## config.mk

```make
export PLATFORM = sky130hd
export DESIGN_NAME = instr_decode_stage
export DESIGN_NICKNAME = d
export VERILOG_FILES = /design/src/rtl/instr_pkg.sv /design/src/rtl/instr_imm_gen.sv /design/src/rtl/instr_decode_stage.sv
export SDC_FILE = /design/constraint.sdc
export NUM_CORES = 1
export LEC_CHECK = 0
export BUFFER_PORTS_ARGS = -buffer_cell sky130_fd_sc_hd__buf_2
export CAP_MARGIN = 15
export CORE_MARGIN = 10
export CORE_UTILIZATION = 40
export DETAILED_ROUTE_END_ITERATION = 8
export PLACE_DENSITY = 0.68
export SLEW_MARGIN = 20
export SYNTH_ARGS = -nofsm -noshare
export SYNTH_HDL_FRONTEND = slang
export SYNTH_HIERARCHICAL = 1
export SYNTH_SLANG_ARGS = --single-unit
```

## constraint.sdc

```tcl
create_clock -name clk -period 1.7 [get_ports clk]
set_input_delay 0.17 -clock clk [delete_from_list [all_inputs] [get_ports clk]]
set_output_delay 0.17 -clock clk [all_outputs]
set_load 0.005 [all_outputs]
```

## src/rtl/instr_pkg.sv

```systemverilog
// Shared RV32/RV64 base-ISA decode definitions.
// Opcode map, format codes and the immediate builder used by later stages.
package instr_pkg;

  localparam logic [6:0] OP_OP     = 7'b0110011;
  localparam logic [6:0] OP_IMM    = 7'b0010011;
  localparam logic [6:0] OP_LOAD   = 7'b0000011;
  localparam logic [6:0] OP_JALR   = 7'b1100111;
  localparam logic [6:0] OP_SYSTEM = 7'b1110011;
  localparam logic [6:0] OP_STORE  = 7'b0100011;
  localparam logic [6:0] OP_BRANCH = 7'b1100011;
  localparam logic [6:0] OP_LUI    = 7'b0110111;
  localparam logic [6:0] OP_AUIPC  = 7'b0010111;
  localparam logic [6:0] OP_JAL    = 7'b1101111;

  typedef enum logic [2:0] {
    FMT_R    = 3'd0,
    FMT_I    = 3'd1,
    FMT_S    = 3'd2,
    FMT_B    = 3'd3,
    FMT_U    = 3'd4,
    FMT_J    = 3'd5,
    FMT_NONE = 3'd7
  } fmt_e;

  typedef struct packed {
    logic [6:0] opcode;
    logic [4:0] rd;
    logic [2:0] funct3;
    logic [4:0] rs1;
    logic [4:0] rs2;
    logic [6:0] funct7;
    fmt_e       fmt;
    logic       uses_rs1;
    logic       uses_rs2;
    logic       writes_rd;
    logic       illegal;
  } dec_t;

  localparam dec_t DEC_RST = '{default: '0, fmt: FMT_NONE};

  function automatic fmt_e fmt_of(input logic [6:0] op);
    case (op)
      OP_OP:     fmt_of = FMT_R;
      OP_IMM,
      OP_LOAD,
      OP_JALR,
      OP_SYSTEM: fmt_of = FMT_I;
      OP_STORE:  fmt_of = FMT_S;
      OP_BRANCH: fmt_of = FMT_B;
      OP_LUI,
      OP_AUIPC:  fmt_of = FMT_U;
      OP_JAL:    fmt_of = FMT_J;
      default:   fmt_of = FMT_NONE;
    endcase
  endfunction

  // Result is 32 bits with the sign in bit 31; callers widen it.
  function automatic logic [31:0] imm_gen(
    input logic [31:0] i,
    input fmt_e        f
  );
    case (f)
      FMT_I: imm_gen = {{20{i[31]}}, i[31:20]};
      FMT_S: imm_gen = {{20{i[31]}}, i[31:25], i[11:7]};
      FMT_B: imm_gen = {{19{i[31]}}, i[31], i[7],
                        i[30:25], i[11:8], 1'b0};
      FMT_U: imm_gen = {i[31:12], 12'b0};
      FMT_J: imm_gen = {{11{i[31]}}, i[31], i[19:12],
                        i[20], i[30:21], 1'b0};
      default: imm_gen = '0;
    endcase
  endfunction

endpackage

```

## src/rtl/instr_imm_gen.sv

```systemverilog
// Immediate generator: builds the format immediate and
// sign-extends it to the datapath width.
module instr_imm_gen
  import instr_pkg::*;
#(
  parameter int XLEN = 32
) (
  input  logic [31:0]     instr,
  input  fmt_e            fmt,
  output logic [XLEN-1:0] imm
);

  logic signed [31:0] imm32;
  logic               unused_op;

  assign imm32     = imm_gen(instr, fmt);
  assign imm       = XLEN'(imm32);
  assign unused_op = ^instr[6:0];

endmodule

```

## src/rtl/instr_decode_stage.sv

```systemverilog
// Registered decode stage: fields, immediate, format, register
// usage, one-entry valid/ready buffer, flush and event counters.
module instr_decode_stage
  import instr_pkg::*;
#(
  parameter int XLEN  = 32,
  parameter int PC_W  = 32,
  parameter int CNT_W = 16
) (
  input  logic             clk,
  input  logic             rst_n,
  input  logic             flush,
  input  logic             in_valid,
  output logic             in_ready,
  input  logic [31:0]      in_instr,
  input  logic [PC_W-1:0]  in_pc,
  output logic             out_valid,
  input  logic             out_ready,
  output logic [PC_W-1:0]  out_pc,
  output logic [6:0]       opcode,
  output logic [4:0]       rd,
  output logic [2:0]       funct3,
  output logic [4:0]       rs1,
  output logic [4:0]       rs2,
  output logic [6:0]       funct7,
  output logic [XLEN-1:0]  imm,
  output logic [2:0]       fmt,
  output logic             uses_rs1,
  output logic             uses_rs2,
  output logic             writes_rd,
  output logic             illegal,
  output logic [CNT_W-1:0] decode_cnt,
  output logic [CNT_W-1:0] illegal_cnt
);

  fmt_e            fmt_raw;
  fmt_e            fmt_d;
  logic            ill_d;
  logic            wr_d;
  dec_t            dec_d;
  dec_t            dec_q;
  logic [XLEN-1:0] imm_d;
  logic            accept;

  assign in_ready = !out_valid || out_ready;
  assign accept   = in_valid && in_ready && !flush;

  always_comb begin
    fmt_raw = fmt_of(in_instr[6:0]);
    ill_d   = (fmt_raw == FMT_NONE) ||
              (in_instr[1:0] != 2'b11);
    fmt_d   = ill_d ? FMT_NONE : fmt_raw;
    wr_d    = 1'b0;
    dec_d          = '0;
    dec_d.opcode   = in_instr[6:0];
    dec_d.rd       = in_instr[11:7];
    dec_d.funct3   = in_instr[14:12];
    dec_d.rs1      = in_instr[19:15];
    dec_d.rs2      = in_instr[24:20];
    dec_d.funct7   = in_instr[31:25];
    dec_d.fmt      = fmt_d;
    dec_d.illegal  = ill_d;
    unique case (1'b1)
      ill_d: ;
      fmt_d == FMT_R: begin
        dec_d.uses_rs1 = 1'b1;
        dec_d.uses_rs2 = 1'b1;
        wr_d           = 1'b1;
      end
      fmt_d == FMT_I: begin
        dec_d.uses_rs1 = 1'b1;
        wr_d           = 1'b1;
      end
      fmt_d == FMT_S,
      fmt_d == FMT_B: begin
        dec_d.uses_rs1 = 1'b1;
        dec_d.uses_rs2 = 1'b1;
      end
      fmt_d == FMT_U,
      fmt_d == FMT_J: wr_d = 1'b1;
      default: ;
    endcase
    dec_d.writes_rd = wr_d && (in_instr[11:7] != 5'd0);
  end

  instr_imm_gen #(
    .XLEN (XLEN)
  ) u_imm (
    .instr (in_instr),
    .fmt   (fmt_d),
    .imm   (imm_d)
  );

  always_ff @(posedge clk) begin
    if (!rst_n) begin
      out_valid   <= 1'b0;
      out_pc      <= '0;
      imm         <= '0;
      dec_q       <= DEC_RST;
      decode_cnt  <= '0;
      illegal_cnt <= '0;
    end else begin
      if (flush) begin
        out_valid <= 1'b0;
      end else if (in_ready) begin
        out_valid <= in_valid;
      end
      if (accept) begin
        dec_q  <= dec_d;
        imm    <= imm_d;
        out_pc <= in_pc;
        if (decode_cnt != '1) begin
          decode_cnt <= decode_cnt + CNT_W'(1);
        end
        if (ill_d && (illegal_cnt != '1)) begin
          illegal_cnt <= illegal_cnt + CNT_W'(1);
        end
      end
    end
  end

  assign opcode    = dec_q.opcode;
  assign rd        = dec_q.rd;
  assign funct3    = dec_q.funct3;
  assign rs1       = dec_q.rs1;
  assign rs2       = dec_q.rs2;
  assign funct7    = dec_q.funct7;
  assign fmt       = dec_q.fmt;
  assign uses_rs1  = dec_q.uses_rs1;
  assign uses_rs2  = dec_q.uses_rs2;
  assign writes_rd = dec_q.writes_rd;
  assign illegal   = dec_q.illegal;

endmodule
```

=== Yosys cells after proc, flatten, opt, wreduce, memory -nomap -nowiden ===
Index checks and enable logic that the tools add are counted.

* Bits of input ports: 69
* Flip-flop bits (word level): 136
* Logic and storage cells: 62
* Output and inout bits: 137

* Bitwise operators: 1
* Eq/ne operators: 19
* $add $sub $neg: 2
* Reduce and logical (&&, ||, !) cells: 18
* Multiplexer cells: 6

{| class="wikitable"
|+ Operators by type and width
! operator !! count
|-
| $pmux 32 s5 || 1
|-
| $add 16x1->16 const B || 2
|-
| $ne 16x16->1 const B || 2
|-
| $eq 7x7->1 const B || 4
|-
| $eq 7x6->1 const B || 3
|-
| $pmux 3 s6 || 1
|-
| $eq 7x5->1 const B || 2
|-
| $reduce_or 4->1 || 3
|-
| $eq 3x3->1 const B || 3
|-
| $eq 7x2->1 const B || 1
|-
| $eq 3x2->1 const B || 2
|-
| $reduce_bool 5->1 || 1
|-
| $logic_and 1x1->1 || 4
|-
| $reduce_and 2->1 || 2
|-
| $reduce_or 2->1 || 2
|-
| $eq 3x1->1 const B || 1
|-
| $logic_not 3->1 || 1
|-
| $mux 1 || 3
|-
| $mux 3 || 1
|-
| $reduce_or 3->1 || 1
|-
| $logic_not 1->1 || 2
|-
| $logic_or 1x1->1 || 2
|-
| $ne 2x2->1 const B || 1
|-
| $not 1->1 || 1
|}

=== Depth between registers and ports, before layout ===
Gate-level depths: netlist of run 1.

* Word-level depth: 10
* Gate-level depth with buffers: 10
* Mapped depth without buffers: 8

=== By module ===
The synthesis of run 1 kept the hierarchy.

{| class="wikitable"
|+ By module, submodules not included
! module !! cells each !! times used !! seq. area each (um2) !! area each (um2)
|-
| instr_decode_stage || 657 || 1 || 2,722.6 || 5,271.3
|-
| instr_imm_gen || 70 || 1 || 0.0 || 531.8
|}

=== Worst setup path before layout of run 1 ===
No wires, ideal clock.

* Kind: flip-flop to flip-flop
* Start: register illegal_cnt[0]
* End: register illegal_cnt[0]
* Required time: 1.572 ns
* Arrival: 1.552 ns
* Buffers on the path: 1
* Slack: 0.020 ns
* Stages on the path, launching flop included: 8
* Period minus slack after synthesis: 1.680 ns
* Cells stage by stage: dfxtp_1 -> ha_1 -> nand3_1 -> or4_1 -> nand3_2 -> buf_6 -> xor2_1 -> nor2_1

* Word-level cells in the longest chain between the ends: 3
* Elaborated cells between the ends (all ways): 4
* Those cells by class: 1 x add/sub; 1 x eq/ne; 2 x reduce/logical

{| class="wikitable"
|+ RTL lines
! element !! line !! text
|-
| start: declaration || instr_decode_stage.sv:33 || <nowiki>output logic [CNT_W-1:0] illegal_cnt</nowiki>
|-
| start signal: assignment || instr_decode_stage.sv:116 || <nowiki>illegal_cnt <= illegal_cnt + CNT_W'(1);</nowiki>
|-
| branches (longest 3 deep; another with $add 16x1->16) || -- ||
|}

Parallel ways; which one is timed is not known.
A chain may end at the register's enable or synchronous reset.

=== Final worst setup path of run 1 ===
* Start: register out_valid
* End: register decode_cnt[13]

* Word-level cells in the longest chain between the ends: 5

{| class="wikitable"
|+ RTL lines
! element !! line !! text
|-
| start: declaration || instr_decode_stage.sv:17 || <nowiki>output logic out_valid,</nowiki>
|-
| start signal: assignment || instr_decode_stage.sv:106 || <nowiki>out_valid <= in_valid;</nowiki>
|-
| $logic_not 1->1 || instr_decode_stage.sv:45 || <nowiki>assign in_ready = !out_valid || out_ready;</nowiki>
|-
| $logic_or 1x1->1 || instr_decode_stage.sv:45 ||
|-
| $logic_and 1x1->1 (2 in series) || instr_decode_stage.sv:46 || <nowiki>assign accept = in_valid && in_ready && !flush;</nowiki>
|-
| $reduce_and 2->1 (no source line) || -- ||
|-
| end signal: assignment || instr_decode_stage.sv:113 || <nowiki>decode_cnt <= decode_cnt + CNT_W'(1);</nowiki>
|-
| end: declaration || instr_decode_stage.sv:32 || <nowiki>output logic [CNT_W-1:0] decode_cnt,</nowiki>
|}

No other way between the ends.

==> summary.txt, run 1 <==
Timing
  • Worst Skew: 0.003860 ns
  • Final setup fails: 0
  • Min Tclk post-route: 1.639 ns
  • Slew margin rel.: 75.35%
  • Final hold vios: 0
  • Period utilization: 96.41%
  • Worst-margin pin slew: 0.3698 ns
  • Slew Limit Fails: 0
  • FMAX: 610.1 MHz
  • RSZ-0062 raised after global routing: yes

Logic synthesis
  • Post-synth EDFFs: 0
  • Syn nets: 798
  • Netlist cell types: 57
  • Number of synthesized register bits: 136
  • Register area share after synthesis: 46.92%
  • Post-synth top area cell: dfxtp_1
  • Ys Warns: 6
  • Area of the mapped netlist: 5803 µm²
  • Synth area leaders: dfxtp_1 47%, nand2_1 14%, a21oi_1 9.7%
  • Mean Syn Cell Area: 7.982 µm²
  • Synth Instances: 727
  • Yosys top cell area share: 46.92%
  • Synth async-reset ratio: 0%
  • Most used DFF post-synth: dfxtp_1

Placement
  • Placed cell area: 7487 µm²
  • PortBufs: 205
  • Placer congestion estimate: 0.8193
  • DP HPWL: 13330 µm

Routing
  • Mean routed wirelength per cell: 15.57 µm
  • Pre-antenna DRT Iters: 5
  • Vias: 6013
  • Antenna-violating nets left: 0
  • Via density: 5.007
  • WL final: 18700 µm
  • DRT iter0 DRCs: 305
  • DRC Markers: 0

CTS
  • TritonCTS clock tree: built
  • H-tree depth: 4
  • Clk Tree Root Cell: clkbuf_16
  • Worst-path clk slew: 0.06 ns
  • Clk buf depth: 2
  • Sink Count: 136
  • Clock latency on the worst-skew pair: 0.41 ns
  • CTS Buf Count: 17

Floorplan
  • Area of the core: 14040 µm²
  • Rows: 43
  • Die height: 140.4 µm
  • Die width: 140.4 µm
  • I/O pins: 206
  • Die area: 19720 µm²
  • Initial cell density of the core: 41.33%

Critical path
  • CP endpoint kind: flip-flop
  • Setup CP Type: flip-flop to flip-flop
  • CP max FO: 5
  • R2R Setup Slk: 0.06 ns
  • Crit path DAT: 1.94 ns
  • Slowest stage cell, crit path: or4_4
  • RR Startpoint: out_valid
  • Reg2reg path depth: 5
  • Worst EP required: 2.00 ns
  • Nature of the critical path startpoint: flip-flop
  • Critical Path Max Stage Delay: 0.60 ns
  • Critical path origin: out_valid
  • Setup crit end: decode_cnt[13]
  • Worst flop-to-flop path endpoint: decode_cnt[13]
  • Crit-path cells: nor2b_1 > or4_4 > nor4b_4 > xnor2_1 > nor2_1

GRT
  • GRT Util Overall: 18.21%
  • Largest net degree at the start of global routing: 56
  • Global-route wire length before repair: 29660 µm
  • Number of global-route vias before repair: 5637
  • Initial antenna violation count: 0
  • Gr ovfl total: 0

Cells and area
  • Final instance area: 8524 µm²
  • Layout cells sized above 1: 32.52%
  • Nets: 1080
  • Final Util: 60.71%
  • # fillers: 1242
  • Antenna diode count: 0
  • Synthesis-to-layout area growth: 46.90%

Worst hold path
  • Hold path cells: 3
  • Class of the worst hold path: input pin to flip-flop

Power and ir drop
  • VDD IR-drop max: 0.6294 mV
  • Static Leak: 3.740 nW
  • Pwr dens: 935.0 nW/µm²

Job
  • Max-Cap Viols: 0

Status
  • Outcome: completed
-- power breakdown --
group / internal, mW / switching (mW) / leakage, nW / total, mW
registers: 3.28 / 0.0428 / 1.11 / 3.32
clock network: 2.57 / 1.33 / 0.314 / 3.90
logic: 0.344 / 0.404 / 2.32 / 0.748
total: 6.19 / 1.78 / 3.74 / 7.97
-- placed cells by master, fill, tap and decap left out, types with 3 or more instances in the layout --
| cell | n |
|---|---|
| xor2_1 | 4 |
| xnor2_1 | 9 |
| or4_1 | 4 |
| buf_2 | 205 |
| a21oi_1 | 112 |
| bufinv_16 | 3 |
| o2bb2ai_1 | 9 |
| or3_1 | 8 |
| nor2b_1 | 3 |
| dlygate4sd3_1 | 33 |
| o21ai_0 | 12 |
| dfxtp_1 | 133 |
| clkbuf_8 | 7 |
| nand4b_1 | 3 |
| a22o_1 | 3 |
| nand3b_1 | 6 |
| nor3_1 | 8 |
| nand2_1 | 218 |
| buf_4 | 65 |
| nor2_1 | 24 |
| clkinv_2 | 3 |
| nand4_1 | 7 |
| a21boi_0 | 6 |
| nand2b_1 | 11 |
| inv_1 | 6 |
| mux2i_1 | 6 |
| dfxtp_2 | 3 |
| o211ai_1 | 4 |
| nand3_1 | 27 |
| nor4_1 | 3 |
| buf_12 | 8 |
| clkbuf_16 | 17 |
| nand4bb_1 | 12 |
-- registers in the layout, indices dropped and copies added, names as in the netlist --
register	flops
rd	5
illegal	1
writes_rd	1
decode_cnt	16
funct3	3
rs2	5
out_valid	1
out_pc	32
rs1	5
uses_rs2	1
illegal_cnt	16
funct7	7
fmt	3
opcode	7
uses_rs1	1
imm	32
-- critical path: cells and delay by family, from the launching register on --
kind	cells	cell delay, ns
DFF	1	0.30
and+or+nand+nor	4	1.08
xor gates and xnor gates	1	0.14
-- layout make-up --
cell class	instances	area (µm²)	share of cell area [%]
tap	180	225.2	2.642
inverter	7	28.78	0.3376
sequential	136	2726	31.98
timing repair buffer	311	2004	23.51
multi-input combinational	536	2905	34.08
clock buffer	24	521.8	6.121
clock inverter	7	112.6	1.321
-- cell usage after synthesis, types with 2 or more instances --
master     instances
a21boi_0           6
a21oi_1          112
a22o_1             3
and3_1             2
and4_1             2
buf_1              9
buf_2              8
buf_6              3
clkbuf_1          26
dfxtp_1          136
ha_1               2
inv_1              6
mux2i_1            6
nand2_1          219
nand2b_1          12
nand3_1           27
nand3b_1           6
nand4_1            7
nand4b_1           3
nand4bb_1         12
nor2_1            25
nor2b_1            3
nor2b_2            2
nor3_1             9
nor3b_1            2
nor4_1             3
o211ai_1           4
o21ai_0           12
o2bb2ai_1          9
o31ai_1            2
or3_1              8
or4_1              5
xnor2_1            9
xor2_1             4
-- through the flow --
| step | TNS [ns] | setup WS, ns | hold WS (ns) | instances | power [mW] |
|---|---|---|---|---|---|
| 2_1_floorplan | 0 | 0.02037 | 0.2493 | 727 | 3.710 |
| 3_3_place_gp | -1.738 | -0.1024 | 0.3646 | 1135 | 4.070 |
| 3_5_place_dp | -3.333 | -0.1519 | 0.3659 | 1135 | 4.077 |
| 4_1_cts | 0 | 0.002189 | 0.001013 | 1199 | 8.039 |
| 5_1_grt | -0.03976 | -0.02616 | 0.01198 | 1201 | 8.264 |
| 6_report | 0 | 0.06105 | 0.01407 | 1201 | 7.970 |
-- logic make-up (layout without fill, tap and decap cells) --
group | Yosys count | in the layout | synth area share, %
mux | 6 | 6 | 1.035
fa+ha+maj | 2 | 2 | 0.4312
simple gates | 358 | 358 | 29.56
buf+inv | 55 | 349 | 4.204
flops | 136 | 136 | 46.92
xor+xnor | 13 | 13 | 1.962
compound gates | 157 | 157 | 15.89
-- per-layer routing --
layer / global-route usage [%] / part of all wire, % / up-vias
met5: 0 / 0 / -
met4: 6.685 / 1.9 / 0
met3: 6.457 / 8.4 / 23
met2: 29.78 / 48 / 189
met1: 21.44 / 41 / 2752
li1: - / - / 3049
-- timing repair --
action                                 CTS  global route
setup endpoints to repair                0            13
setup buffers                            0             2
hold buffers                            33             0
endpoints found under the hold margin   33             0
resized for setup                        0            13
-- worst min-delay path by stage --
stage	start	to	slack (ns)
after CTS	in_instr[9]	rd[2]	0.001
after global placement	flush	out_valid	0.36
after global routing	in_instr[17]	rs1[2]	0.01
after floorplan	flush	out_valid	0.25
after detailed placement	flush	out_valid	0.37
final	in_pc[21]	out_pc[21]	0.01
Power figures use the tool's default switching activity.
==> run 2, diff against run 1 <==
--- a/config.mk
+++ b/config.mk
@@ -14,5 +14,4 @@
 export SLEW_MARGIN = 20
 export SYNTH_ARGS = -nofsm -noshare
 export SYNTH_HDL_FRONTEND = slang
-export SYNTH_HIERARCHICAL = 1
 export SYNTH_SLANG_ARGS = --single-unit
==> run 2 against run 1 <==
The flow now finishes with violations (setup timing). Synthesized cell count fell by 4.0%. Global-route usage rose by 0.95 points. Clock power is 3% lower. Wire length is 6.6% higher. Fmax fell by 7.9%. Area after synthesis decreased by 1.9%. Power shrank 0.99%. Core utilization grew 0.083 points. Setup slack worse by 0.14 ns. Largest power group unchanged.
==> summary.txt, run 2 <==
GRT
  • Number of global-route vias before repair: 5696 (+1.0%)
  • Gr ovfl total: 0 (unchanged)
  • Largest net degree at the start of global routing: 68 (+21%)
  • Global-route wire length before repair: 30620 µm (+3.2%)
  • GRT Util Overall: 19.17% (+0.95 points)
  • Initial antenna violation count: 1 (+1)

Timing
  • Final setup margin: -0.07860 ns (-0.1397 ns)
  • Worst Skew: 0.004321 ns (+0.0004609 ns)
  • Final hold slack: 0.02737 ns (+0.01329 ns)
  • Slew Limit Fails: 0 (unchanged)
  • Setup TNS: -0.08120 ns (-0.08120 ns)
  • Slew margin rel.: 67.20% (-8.1 points)
  • Worst-margin pin slew: 0.4914 ns (+0.1216 ns)
  • Period utilization: 104.6% (+8.2 points)
  • Min Tclk post-route: 1.779 ns (+0.1397 ns)
  • Final hold vios: 0 (unchanged)
  • FMAX: 562.2 MHz (-7.9%)
  • RSZ-0062 raised after global routing: yes
  • Final setup fails: 3 (+3)

Routing
  • Via density: 5.167 (+3.2%)
  • DRC Markers: 0 (unchanged)
  • DRT iter0 DRCs: 335 (+9.8%)
  • Vias: 6066 (+0.88%)
  • WL final: 19930 µm (+6.6%)
  • Antenna-violating nets left: 0 (unchanged)
  • Pre-antenna DRT Iters: 5 (unchanged)
  • Mean routed wirelength per cell: 16.97 µm (+9.0%)

Logic synthesis
  • Post-synth EDFFs: 0 (unchanged)
  • Most used DFF post-synth: dfxtp_1
  • Synth async-reset ratio: 0% (unchanged)
  • Area of the mapped netlist: 5692 µm² (-1.9%)
  • Synth Instances: 698 (-4.0%)
  • Ys Warns: 0 (-6)
  • Synth area leaders: dfxtp_1 48%, nand2_1 12%, a21oi_1 7.4%
  • Number of synthesized register bits: 136 (unchanged)
  • Yosys top cell area share: 47.83% (+0.92 points)
  • Synth top cells by count: 185 x nand2_1, 136 x dfxtp_1, 84 x a21oi_1, 38 x nand3_1, 26 x nor2_1
  • Post-synth top area cell: dfxtp_1
  • Netlist cell types: 60 (+5.3%)
  • Mean Syn Cell Area: 8.154 µm² (+2.2%)
  • Register area share after synthesis: 47.83% (+0.92 points)
  • Syn nets: 769 (-3.6%)
  • Most common cell in the synthesized netlist: nand2_1

Placement
  • Inst Count DP: 1093 (-3.7%)
  • Placer congestion estimate: 0.8406 (+2.6%)
  • Place WS: -0.05958 ns (+0.09230 ns)
  • PortBufs: 205 (unchanged)
  • DP HPWL: 13520 µm (+1.4%)

Floorplan
  • I/O pins: 206 (unchanged)
  • Die area: 19400 µm² (-1.6%)
  • Die width: 139.3 µm (-0.83%)
  • Initial cell density of the core: 40.85% (-0.48 points)
  • Area of the core: 13930 µm² (-0.77%)
  • Rows: 43 (unchanged)
  • Die height: 139.3 µm (-0.83%)

Power and ir drop
  • Seq pwr share: 42.1% (+0.4 points)
  • Pwr dens: 931.6 nW/µm² (-0.36%)
  • Logic pwr share: 10.1% (+0.7 points)
  • Switching share of power: 22.84% (+0.52 points)
  • Static Leak: 3.770 nW (+0.82%)
  • Pint: 6.089 mW (-1.7%)
  • Switch Pwr: 1.802 mW (+1.3%)
  • VDD IR-drop max: 0.5718 mV (-9.2%)
  • Clock power share: 47.8% (-1.1 points)

Worst hold path
  • Class of the worst hold path: input pin to flip-flop
  • Hold path cells: 3 (unchanged)
  • Hold endpoint: out_pc[22]
  • Hold Startpoint: in_pc[22]

Critical path
  • Setup CP Type: input pin to flip-flop
  • CP max FO: 7 (+2)
  • Crit path DAT: 2.08 ns (+0.14 ns)
  • RR Startpoint: out_valid
  • CP endpoint kind: flip-flop
  • Worst EP required: 2.00 ns (about the same)
  • Worst flop-to-flop path endpoint: illegal_cnt[9]
  • R2R Setup Slk: -0.06 ns (-0.12 ns)
  • Nature of the critical path startpoint: input pin
  • Reg2reg path depth: 7 (+2)

Cells and area
  • Commonest cells after routing, fill and taps aside: 205 x buf_2, 184 x nand2_1, 132 x dfxtp_1
  • # fillers: 1221 (-1.7%)
  • Final Util: 60.79% (+0.083 points)
  • Non-Filler Instances: 1174 (-2.2%)
  • Top flop regs: imm: 32 flops, out_pc: 32 flops
  • Nets: 1052 (-2.6%)
  • Layout cells sized above 1: 33.94% (+1.4 points)
  • Commonest non-fill, non-tap cell in the layout: buf_2
  • Synthesis-to-layout area growth: 48.82%

Status
  • Outcome: complete, but fails checks
  • Failing checks: setup timing

CTS
  • Clock latency on the worst-skew pair: 0.41 ns (about the same)
  • Worst-path clk slew: 0.06 ns (about the same)
  • Clk buf depth: 2 (unchanged)
  • H-tree depth: 4 (unchanged)
  • Clk Tree Root Cell: clkbuf_16
  • CTS Buf Count: 17 (unchanged)
  • Sink Count: 136 (unchanged)
  • TritonCTS clock tree: built

Job
  • Max-Cap Viols: 0 (unchanged)
-- run 2: final cells by class --
class,instances,area (µm²),share of cell area [%]
Tap cell,180,225.2,2.659
Inverter,5,20.02,0.2363
Antenna cell,1,2.502,0.02954
Timing Repair Buffer,315,2059,24.31
Multi-Input combinational cell,506,2829,33.40
Clock buffer,23,488.0,5.761
Sequential cell,136,2728,32.20
Clock inverter,8,118.9,1.403
-- run 2: cells by family after synthesis --
| kind of cell | after synthesis | share of synthesized area, % |
|---|---|---|
| xor+xnor | 14 | 2.154 |
| mux | 8 | 1.429 |
| fa+ha+maj | 2 | 0.4396 |
| compound gates | 163 | 18.03 |
| flops | 136 | 47.83 |
| simple gates | 318 | 25.48 |
| buf+inv | 57 | 4.638 |
-- run 2: worst max-delay path by stage --
stage                   start              end  slack [ns]  depth (start not counted)
2_1_floorplan   decode_cnt[0]    decode_cnt[7]       0.005                          7
3_3_place_gp      in_instr[6]   illegal_cnt[1]       -0.03                          7
3_5_place_dp      in_instr[6]           imm[4]       -0.06                          8
4_1_cts        illegal_cnt[0]  illegal_cnt[15]       0.002                          6
5_1_grt                 flush   illegal_cnt[9]       -0.21                          8
6_report                flush   illegal_cnt[9]       -0.08                          8
-- run 2: critical path, stage by stage --
cell and delay [ns]:
dlygate4sd3_1 0.53, buf_2 0.15, nor3b_4 0.21, buf_6 0.16, buf_4 0.12, o211ai_2 0.21
o31ai_1 0.44, a21oi_2 0.10
-- run 2: power by group through the flow --
stage,Clock (mW),Sequential [mW],Combinational (mW)
global route,4.00,3.33,0.873
floorplan,0,3.40,0.324
global placement,0,3.38,0.684
CTS,3.85,3.31,0.776
finish,3.77,3.32,0.800
detailed placement,0,3.38,0.688
-- run 2: per-stage QoR --
step | instance area (µm²) | total power [mW]
floorplan | 5713 | 3.720
global placement | 7257 | 4.063
detailed placement | 7257 | 4.071
CTS | 8309 | 7.939
global route | 8471 | 8.199
finish | 8471 | 7.891
-- run 2: repair_timing --
item,in CTS,in global routing
cloned,1,0
pin swaps,6,13
setup buffers,2,5
setup endpoints to repair,23,97
resized for setup,3,29
endpoints found under the hold margin,41,0
hold buffers,41,0
-- run 2: per-layer routing --
layer  up-vias  GRT usage [%]  wire length, µm
li1       3000              -                -
met2       232          31.03             9714
met4         0          9.445              615
met3        44          5.682             1410
met1      2790          22.62             8186
met5         -              0                0
